$ cat config.mk
export PLATFORM = sky130hd
export DESIGN_NAME = ps2_key_receiver
export DESIGN_NICKNAME = d
export VERILOG_FILES = /design/src/rtl/ps2_key_receiver.sv
export SDC_FILE = /design/constraint.sdc
export NUM_CORES = 1
export LEC_CHECK = 0
export BUFFER_PORTS_ARGS = -buffer_cell sky130_fd_sc_hd__buf_2
export CORE_UTILIZATION = 45
export CTS_BUF_LIST = sky130_fd_sc_hd__clkbuf_8
export CTS_CLUSTER_DIAMETER = 100
export CTS_CLUSTER_SIZE = 16
export DETAILED_ROUTE_END_ITERATION = 16
export HOLD_SLACK_MARGIN = 0.05
export REMOVE_ABC_BUFFERS = 1
export SKIP_CTS_REPAIR_TIMING = 1
export SYNTH_ARGS = -nofsm -noshare
export SYNTH_HDL_FRONTEND = slang
export SYNTH_SLANG_ARGS = --single-unit
export TNS_END_PERCENT = 1
$ cat constraint.sdc
create_clock -name clk -period 2 [get_ports clk]
set_clock_uncertainty 0.05 [all_clocks]
set_input_delay 0.2 -clock clk [delete_from_list [all_inputs] [get_ports clk]]
set_output_delay 0.2 -clock clk [all_outputs]
set_load 0.03 [all_outputs]
$ cat src/rtl/ps2_key_receiver.sv
// Receive-only PS/2 keyboard front end: line conditioning, 11-bit frame
// deframing and E0/F0 prefix folding into an 11-bit key event word.
module ps2_key_receiver #(
   parameter int CLK_HZ     = 25_000_000,
   parameter int FILTER_LEN = 8,
   parameter int TIMEOUT_US = 200
) (
   input  logic        clk,
   input  logic        reset,
   input  logic        ps2_clk,
   input  logic        ps2_data,
   output logic [10:0] ps2_key,
   output logic        key_valid,
   output logic        frame_err
);

   // state  | meaning
   // IDLE   | waiting for a start bit
   // DATA   | shifting in 8 data bits, LSB first
   // PARITY | capturing the odd-parity bit
   // STOP   | checking stop bit and parity, then back to IDLE
   typedef enum logic [1:0] {IDLE, DATA, PARITY, STOP} state_t;

   localparam int TO_CYC = CLK_HZ / 1_000_000 * TIMEOUT_US;
   localparam int TO_W   = $clog2(TO_CYC);

   logic [1:0]            clk_sync, data_sync;
   logic [FILTER_LEN-1:0] clk_hist, data_hist;
   logic                  clk_f, data_f, clk_f_q;
   logic                  fall;

   state_t       state;
   logic [2:0]   bitcnt;
   logic [7:0]   shreg;
   logic         par;
   logic         ext, rel;
   logic         frame_ok;
   logic [TO_W-1:0] to_cnt;

   // Synchronisers and filters reset to the idle (pulled-up) level.
   always_ff @(posedge clk or posedge reset) begin
      if (reset) begin
         clk_sync  <= 2'b11;
         data_sync <= 2'b11;
         clk_hist  <= '1;
         data_hist <= '1;
         clk_f     <= 1'b1;
         data_f    <= 1'b1;
         clk_f_q   <= 1'b1;
      end else begin
         clk_sync  <= {clk_sync[0], ps2_clk};
         data_sync <= {data_sync[0], ps2_data};
         clk_hist  <= {clk_hist[FILTER_LEN-2:0], clk_sync[1]};
         data_hist <= {data_hist[FILTER_LEN-2:0], data_sync[1]};
         if (&clk_hist)       clk_f <= 1'b1;
         else if (~|clk_hist) clk_f <= 1'b0;
         if (&data_hist)       data_f <= 1'b1;
         else if (~|data_hist) data_f <= 1'b0;
         clk_f_q   <= clk_f;
      end
   end

   assign fall = clk_f_q & ~clk_f;

   always_ff @(posedge clk or posedge reset) begin
      if (reset) begin
         state     <= IDLE;
         bitcnt    <= 3'd0;
         shreg     <= 8'h00;
         par       <= 1'b0;
         ext       <= 1'b0;
         rel       <= 1'b0;
         frame_ok  <= 1'b0;
         to_cnt    <= '0;
         ps2_key   <= 11'h000;
         key_valid <= 1'b0;
         frame_err <= 1'b0;
      end else begin
         key_valid <= 1'b0;
         frame_err <= 1'b0;
         frame_ok  <= 1'b0;

         // Decode the frame accepted on the previous cycle.
         if (frame_ok) begin
            if (shreg == 8'hE0) begin
               ext <= 1'b1;
            end else if (shreg == 8'hF0) begin
               rel <= 1'b1;
            end else begin
               ps2_key   <= {~ps2_key[10], ~rel, ext, shreg};
               key_valid <= 1'b1;
               ext       <= 1'b0;
               rel       <= 1'b0;
            end
         end

         // A fall always takes priority over a coincident timeout.
         if (fall) begin
            to_cnt <= '0;
            case (state)
               IDLE: begin
                  if (!data_f) begin
                     state  <= DATA;
                     bitcnt <= 3'd0;
                  end else begin
                     frame_err <= 1'b1;
                     ext       <= 1'b0;
                     rel       <= 1'b0;
                  end
               end
               DATA: begin
                  shreg  <= {data_f, shreg[7:1]};
                  bitcnt <= bitcnt + 3'd1;
                  if (bitcnt == 3'd7) state <= PARITY;
               end
               PARITY: begin
                  par   <= data_f;
                  state <= STOP;
               end
               STOP: begin
                  state <= IDLE;
                  if (data_f && (^{shreg, par})) begin
                     frame_ok <= 1'b1;
                  end else begin
                     frame_err <= 1'b1;
                     ext       <= 1'b0;
                     rel       <= 1'b0;
                  end
               end
               default: state <= IDLE;
            endcase
         end else if (state != IDLE) begin
            if (to_cnt == TO_W'(TO_CYC - 1)) begin
               state     <= IDLE;
               to_cnt    <= '0;
               frame_err <= 1'b1;
               ext       <= 1'b0;
               rel       <= 1'b0;
            end else begin
               to_cnt <= to_cnt + 1'b1;
            end
         end
      end
   end

endmodule

Yosys cells after proc, flatten, opt, wreduce, memory -nomap -nowiden
Cells that the tools add are included.

operators by class
  bitwise operators = 6
  reductions and logical operators = 16
  multiplexer cells = 45
  add/subtract/negate cells = 2
  equality and inequality tests = 12

operator list
  operator                                              number
  two-way mux 13 bit                                    3
  two-way mux 1 bit                                     31
  equality test 8 bit (second input constant)           2
  AND reduction 8 bit                                   2
  OR reduction 8 bit                                    2
  adder 13 x 1 -> 13 bit (second input constant)        1
  equality test 13 bit (second input constant)          1
  two-way mux 2 bit                                     5
  XOR reduction 9 bit                                   1
  case mux 2 bit (4 select lines)                       1
  nonzero test 2 bit                                    4
  inequality test 2 bit (second input constant)         3
  inequality test 3 bit (second input constant)         2
  case mux 1 bit (2 select lines)                       3
  case mux 3 bit (2 select lines)                       1
  AND reduction 3 bit                                   2
  inverter 1 bit                                        5
  equality test 2 bit (second input constant)           2
  AND reduction 2 bit                                   2
  AND reduction 4 bit                                   1
  adder 3 x 1 -> 3 bit (second input constant)          1
  equality test 3 bit (second input constant)           1
  two-way mux 3 bit                                     1
  equality test 2 x 1 -> 1 bit (second input constant)  1
  3 further kinds                                       3

word-level totals
  input port bits = 4
  bits in registers = 66
  word-level logic and storage cells = 99

Logic depth before layout (Yosys ltp)
Gate-level depths: netlist of the first run.

  depth in word-level cells = 7
  gate-level depth with buffers = 7
  gate-level depth less buffers = 6

Worst setup path before layout of the first run
No wires, ideal clock.

  path type = register to register
  from = register state[0]
  to = register state[0]
  data arrival time = 1.622 ns
  required time = 1.817 ns
  slack = 0.195 ns
  buffers on the path = 0
  cell stages (with the launch flop) = 7
  cells stage by stage = dfrtp_1 > inv_1 > ha_1 > or3_4 > o31ai_4 > o211ai_1 > mux2i_1

on the way
  cells in the longest elaborated chain, start to end = 3
  elaborated cells between the ends (all ways) = 11

RTL lines
  what                                                                              RTL line  text
  start: declaration                                                                32        state_t state;
  start signal: assignment                                                          67        state <= IDLE;
  start signal: assignment                                                          103       state <= DATA;
  start signal: assignment                                                          114       if (bitcnt == 3'd7) state <= PARITY;
  equality test 2 x 1 -> 1 bit (tied with other cells)                              100       case (state)
  inequality test 3 bit (no source line) (tied with other cells)                    n/a
  AND reduction 4 bit (no source line) / two-way mux 2 bit (equally long branches)  n/a

Several ways; a longest one is shown, not always the timed one.
A chain may end at the register's enable or synchronous reset.

Final worst setup path of the first run
  from = register shreg[3]
  to = register ext

on the way
  cells in the longest elaborated chain, start to end = 7
  elaborated cells between the ends (all ways) = 13

RTL lines
  what                                                                         RTL line       text
  start: declaration                                                           34             logic [7:0] shreg;
  start signal: assignment                                                     112            shreg <= {data_f, shreg[7:1]};
  equality test 8 bit                                                          87             end else if (shreg == 8'hF0) begin
  two-way mux 1 bit                                                            87
  two-way mux 1 bit                                                            85             if (shreg == 8'hE0) begin
  two-way mux 1 bit                                                            84             if (frame_ok) begin
  two-way mux 1 bit, on equally long branches                                  122, 102, 133
  case mux 1 bit (2 select lines) / two-way mux 1 bit (equally long branches)  100, 132
  two-way mux 1 bit (*)                                                        98             if (fall) begin
  end signal: assignment                                                       86             ext <= 1'b1;
  end signal: assignment                                                       107            ext <= 1'b0;
  end signal: assignment                                                       126            ext <= 1'b0;
  end: declaration                                                             36             logic ext, rel;

Every way passes the cells marked *; elsewhere a longest branch is shown, timed or not.

==> out/results.ini, run 1 <==
[run_status]
status = finished clean

[global_route]
grt_pass1_vias = 1772
grt_max_degree = 67
grt_busiest_layer = met2
grt_pass1_wl_um = 8452
antenna_found_initial = 0
met2_usage_pct = 25.71
met1_usage_pct = 23.14
grt_use_met3_pct = 5.393
grt_overflow = 0
grt.total_usage_pct = 17.43

[yosys]
synth-edff-count = 0
ys_ff_latch = 66
yosysWarnings = 0
synth_flop_cell = dfrtp_1
yosysSeqAreaShare_pct = 59.56
synth_area_per_cell_um2 = 11.52
synth_cell_types = 46
synthMuxAreaShare_pct = 3.503
async_flop_share_pct = 100.0
synth_top_family_by_area = simple AND/OR/NAND/NOR gates
synth-compound-area-share_pct = 7.761
synth_fa_ha_area_share_pct = 3.104
syn_area_um2 = 2821
synthCells = 245
synthSimpleGateAreaFrac_pct = 17.34
synth-xor-area-share_pct = 6.341

[power_and_ir_drop]
power.total_w = 0.002945
p_leak_nw = 1.546
p_per_area_nw_per_um2 = 903.9
ir_worst_vdd_mv = 0.4524

[die]
fp.coreArea_um2 = 5991
start_util_pct = 47.10
dieArea_um2 = 6590
rows = 28
die_y_um = 81.18
io_pins = 17
die_w_um = 81.18

[setup_path]
crit_path_end_kind = flop
worstReg2RegEnd = ext
rr_worst_depth = 5
crit_type = reg -> reg
critPathMaxFanout = 5
cp-start-kind = flop
r2r_slack_ps = 170
cp.arrival_ps = 2040
crit_path_start = shreg[3]
r2r-start = shreg[3]
endpoint = ext
crit_required_ps = 2200

[drt]
wl_per_cell_um = 13.91
drtPass1Iterations = 4
ant_nets = 0
wl_um = 4923
drt_iter0_drc = 119
vias = 1810
route.detailed.drc = 0
viasPerCell = 5.113

[sta]
setup_viol = 0
rsz0062_at_grt = false
final.setup.tns_ps = 0
min_period_over_period_pct = 91.67
tightest_slew_ps = 500.3
fin_crit_ps = 1833
max-slew-margin-rel_pct = 66.37
max_freq_mhz = 545.4
drv_slew = 0
fin_ws_ps = 166.5
hold_viol = 0

[cts]
root_buffer = clkbuf_8
cts_buffers = 9
cts_tree = yes
path_clk_slew_ps = 70
cts.sinks = 66
h-tree-depth = 3
cts_buffer_depth = 2
worstSkewPairLatency_ps = 340

[min_path]
hp-class = reg -> reg

[placed_design]
gp_congestion = 0.7614
pre_cts_slack_ps = 128.1
io_buffers = 16
hpwl_um = 3231

[cells_and_area]
insertedDiodeCount = 0
area_delta_synth_final_pct = 15.48
nets = 285
fillers = 511
drive_gt1_share_pct = 26.88

[job]
cap_violations = 0

-- per-layer routing --
| metal | up-vias | wire (µm) |
|---|---|---|
| met3 | 9 | 127 |
| met1 | 882 | 2514 |
| met5 | - | 0 |
| met2 | 25 | 2202 |
| li1 | 894 | - |
| met4 | 0 | 78 |
-- final cells by class --
cell class              count  area (µm²)  area share [%]
clock inverters             5       51.30           1.575
clock buffers              11       151.4           4.647
multi-input cells         164        1087           33.37
flip-flops and latches     66        1680           51.57
repair buffers             24       160.2           4.916
inverters                   9       33.78           1.037
well taps                  75       93.84           2.880
-- synth_stat cells (2+ instances only) --
library cell	instances	share of area [%]
clkbuf_1	3	0.40
o41ai_1	2	0.62
dfrtp_1	43	38
o21ai_0	9	1.6
mux2i_1	2	0.71
ha_1	7	3.1
and3_1	2	0.44
mux2_2	4	1.6
nand3_1	7	1.2
xnor2_1	8	2.5
mux2_1	3	1.2
dfstp_2	23	21
xor2_1	8	2.5
a31oi_1	3	0.67
nor4_2	2	0.89
nor2_1	18	2.4
nor3_1	5	0.89
a21oi_1	9	1.6
or4_1	2	0.53
nand4_1	6	1.3
inv_1	8	1.1
o21ai_1	6	1.1
nand2_1	42	5.6
-- per-stage QoR --
step | area, µm² | utilization, % | std cells | hold WS [ps]
floorplan | 2788 | - | 239 | 154.5
global placement | 3012 | 50.27 | 335 | 246.4
detailed placement | 3012 | 50.27 | 335 | 254.2
CTS | 3214 | 53.65 | 351 | -126.7
global route | 3258 | 54.39 | 354 | 315.5
finish | 3258 | 54.39 | 354 | 307.7
-- critical path: stages, from the launching register on --
cell	delay, ps
dfrtp_1	420
xnor2_1	180
xnor3_1	450
xnor2_2	220
a31oi_1	170
nor4_2	260
-- report_power, final --
part | switching (W) | internal (W)
combinational | 0.000188 | 0.000130
sequential | 0.0000643 | 0.00142
clock | 0.000506 | 0.000639
-- flip-flops by register name (all words and copies together) (netlist names), 2 cells and up --
name,count
to_cnt,13
ps2_key,11
state,2
clk_hist,8
data_hist,8
bitcnt,3
data_sync,2
shreg,8
clk_sync,2
-- layout by cell type, fill, tap and decap left out, drive strengths merged, types with 3 or more instances in the layout --
cell type    instances
nand3                8
nor3                 5
buf                 21
dfstp               23
nand4                6
o21ai               15
ha                   7
nor2                18
nor4                 3
dfrtp               43
dlygate4sd3          3
mux2                 7
inv                 12
a31oi                3
xnor2                9
nand2               42
o41ai                3
clkbuf              11
xor2                 8
a21oi                9
-- logic make-up (layout without fill, tap and decap cells) --
logic type                 after synthesis  after routing
AOI/OAI and AO/OA                       34             34
xor gates and xnor gates                18             18
adders and majority gates                7              7
buffers and inverters                   15             49
DFF                                     66             66
muxes                                    9              9
and+or+nand+nor                         96             96
-- worst min-delay path by stage --
stage	start	end	slack [ps]	cells past startpoint
6_report	clk_sync[0]	clk_sync[1]	310	0
5_1_grt	clk_sync[0]	clk_sync[1]	320	0
4_1_cts	reset	rel	-130	3
3_5_place_dp	reset	frame_err	250	3
3_3_place_gp	reset	frame_err	250	3
2_1_floorplan	ps2_clk	clk_sync[0]	150	0
(Power assumes the default switching activity.)
==> inputs of run 2 (changes only) <==
- ABC_AREA: not set -> 1
- RECOVER_POWER: not set -> 50
==> run 2 against run 1 <==
Against the previous run:
- fmax grew 8.7%
- final area shrank 0.73%
- global-route usage shrank 0.57 points
- synthesized cell count grew 19%
- sequential share of layout area grew 0.38 points
- register-to-register slack gained 150 ps
- non-clock buffer count shrank 2
- total power shrank 6.4%
- wire length shrank 3.8%
- largest cell class unchanged
- highest routed layer unchanged
==> out/results.ini, run 2 <==
[cells_and_area]
top_regs = to_cnt: 13 flops, ps2_key: 11 flops
final_cell_mix = nand2_1 (67), dfrtp_1 (43), inv_1 (30), o21ai_0 (23), nor2_1 (18)
largest_reg_flops = 13
final_common_cell = nand2_1
drive_gt1_share_pct = 18.15
insertedDiodeCount = 0
instances_no_fill = 400
nets = 331
top_register = to_cnt
area_delta_synth_final_pct = 13.58

[setup_path]
crit_required_ps = 2170
critPathMaxFanout = 8
cp_cell_sequence = inv_1 > ha_1 > nand2_2 > inv_2 > nor3_2 > nand2_1 > xor2_1 > nor2_1
crit_slowest_cell = dfrtp_1
rr_worst_depth = 8
crit_path_end_kind = flop
cp.arrival_ps = 1850
max_stage_delay_ps = 410
cp-start-kind = flop
crit_type = reg -> reg
crit_buf_inv = 2
crit_cells = 8
critPathTopFamily = flip-flops

[drt]
viasPerCell = 4.943
vias = 1977
ant_nets = 0
wl_um = 4737
wl_per_cell_um = 11.84
drt_iter0_drc = 90
route.detailed.drc = 0
drtPass1Iterations = 4

[yosys]
ys_top_cells_by_area = dfrtp_1 (38%), dfstp_2 (21%), nand2_1 (8.8%)
synthTopCellsByCount = nand2_1 (67), dfrtp_1 (43), inv_1 (30)
synth_top_area_share_pct = 37.79
syn_area_um2 = 2848
synth-edff-count = 0
synthCells = 291
yosysWarnings = 0
synth_cell_types = 37
synth.largest_area_cell = dfrtp_1
synth_flop_cell = dfrtp_1
synth_area_per_cell_um2 = 9.786
ys_ff_latch = 66
async_flop_share_pct = 100.0
yosysSeqAreaShare_pct = 59.01
synth_most_common_cell = nand2_1

[placed_design]
io_buffers = 16
hpwl_um = 3309
pre_cts_slack_ps = 328.4
placed_cells = 381
gp_congestion = 0.8528

[die]
io_pins = 17
rows = 28
die_y_um = 81.55
start_util_pct = 47.26
fp.coreArea_um2 = 6026
dieArea_um2 = 6650
die_w_um = 81.55

[sta]
drv_slew = 0
min_period_over_period_pct = 84.35
max_freq_mhz = 592.8
max-slew-margin-rel_pct = 44.01
rsz0062_at_grt = false
final.setup.tns_ps = 0
hold_viol = 0
fin_crit_ps = 1687
setup_viol = 0
fin_ws_ps = 313.0
tightest_slew_ps = 839.8

[cts]
cts_buffer_depth = 2
worstSkewPairLatency_ps = 340
cts.sinks = 66
cts_buffers = 9
root_buffer = clkbuf_8
h-tree-depth = 3
cts_tree = yes
path_clk_slew_ps = 70

[power_and_ir_drop]
intPower_w = 0.002024
p_leak_nw = 1.492
p_per_area_nw_per_um2 = 852.5
clockPowerShare_pct = 37.7
p_sw_share_pct = 26.58
ir_worst_vdd_mv = 0.5279
pwr-share-seq_pct = 53.3
switchingPower_w = 0.0007329
combPwrFrac_pct = 9.0

[run_status]
status = finished clean

[global_route]
grt_pass1_vias = 1817
antenna_found_initial = 0
grt.total_usage_pct = 16.87
grt_max_degree = 67
grt_pass1_wl_um = 8162
grt_overflow = 0

[min_path]
hp-class = reg -> reg
holdPathStages = 0

[job]
cap_violations = 0

run 2: cell types whose count changed in the layout (fill, tap and decap cells not counted), sizes merged, moves of 3 or more:
| cell | delta |
|---|---|
| nand2 | +28 |
| inv | +24 |
| o21ai | +19 |
| xnor2 | -8 |
| mux2 | -7 |
| nand3 | +6 |
| nand4 | +4 |
| a21oi | -3 |
| a31oi | -3 |
| buf | -3 |
| o41ai | -3 |
| xor2 | -3 |
run 2: final cells by class:
class | count | area (µm²)
fillers | 560 | 2791
flip-flops and latches | 66 | 1680
multi-input cells | 188 | 1015
clock buffers | 11 | 151.4
repair buffers | 22 | 132.6
inverters | 33 | 126.4
well taps | 75 | 93.84
clock inverters | 5 | 35.03
run 2: power by group through the flow:
stage	clock [W]	sequential (W)	combinational (W)
floorplan	0	0.00149	0.000187
global placement	0	0.00150	0.000244
detailed placement	0	0.00150	0.000251
CTS	0.00108	0.00148	0.000253
global route	0.00116	0.00148	0.000287
finish	0.00104	0.00147	0.000248
run 2: per-stage QoR:
stage / utilization (%) / area, µm² / power (W) / hold slack (ps)
final: 53.68 / 3234 / 0.002757 / 308.9
after global routing: 53.68 / 3234 / 0.002923 / 314.9
after CTS: 53.38 / 3217 / 0.002809 / -129.4
after detailed placement: 50.29 / 3030 / 0.001751 / 247.1
after global placement: 50.29 / 3030 / 0.001742 / 243.8
after floorplan: - / 2821 / 0.001675 / 154.5
run 2: metal layers:
metal  global-route usage, %  wire length (µm)  part of all wire, %  up-vias
met5                       0                 0                    0        -
met4                   8.036                87                  1.8        0
met2                   24.50              2098                   44       30
met1                   22.53              2392                   50      927
li1                        -                 -                    -     1012
met3                   5.667               158                  3.3        8
run 2: path summary, 6_finish.rpt:
path                                  start     endpoint  slack (ps)
worst min register to register  clk_sync[0]  clk_sync[1]         310
worst max-delay path               state[1]    to_cnt[6]         310
worst min-delay path            clk_sync[0]  clk_sync[1]         310
min in group asynchronous             reset   ps2_key[5]         640
worst max register to register     state[1]    to_cnt[6]         310
max in group asynchronous             reset     frame_ok         720
run 2: cell families (layout without fill, tap and decap cells):
logic type	count (synthesis)	after routing	share of synthesized area, %
simple gates	126	126	20.65
flops	66	66	59.01
compound gates	49	49	10.06
buf+inv	37	71	5.360
fa+ha+maj	7	7	3.075
xor+xnor	6	6	1.845
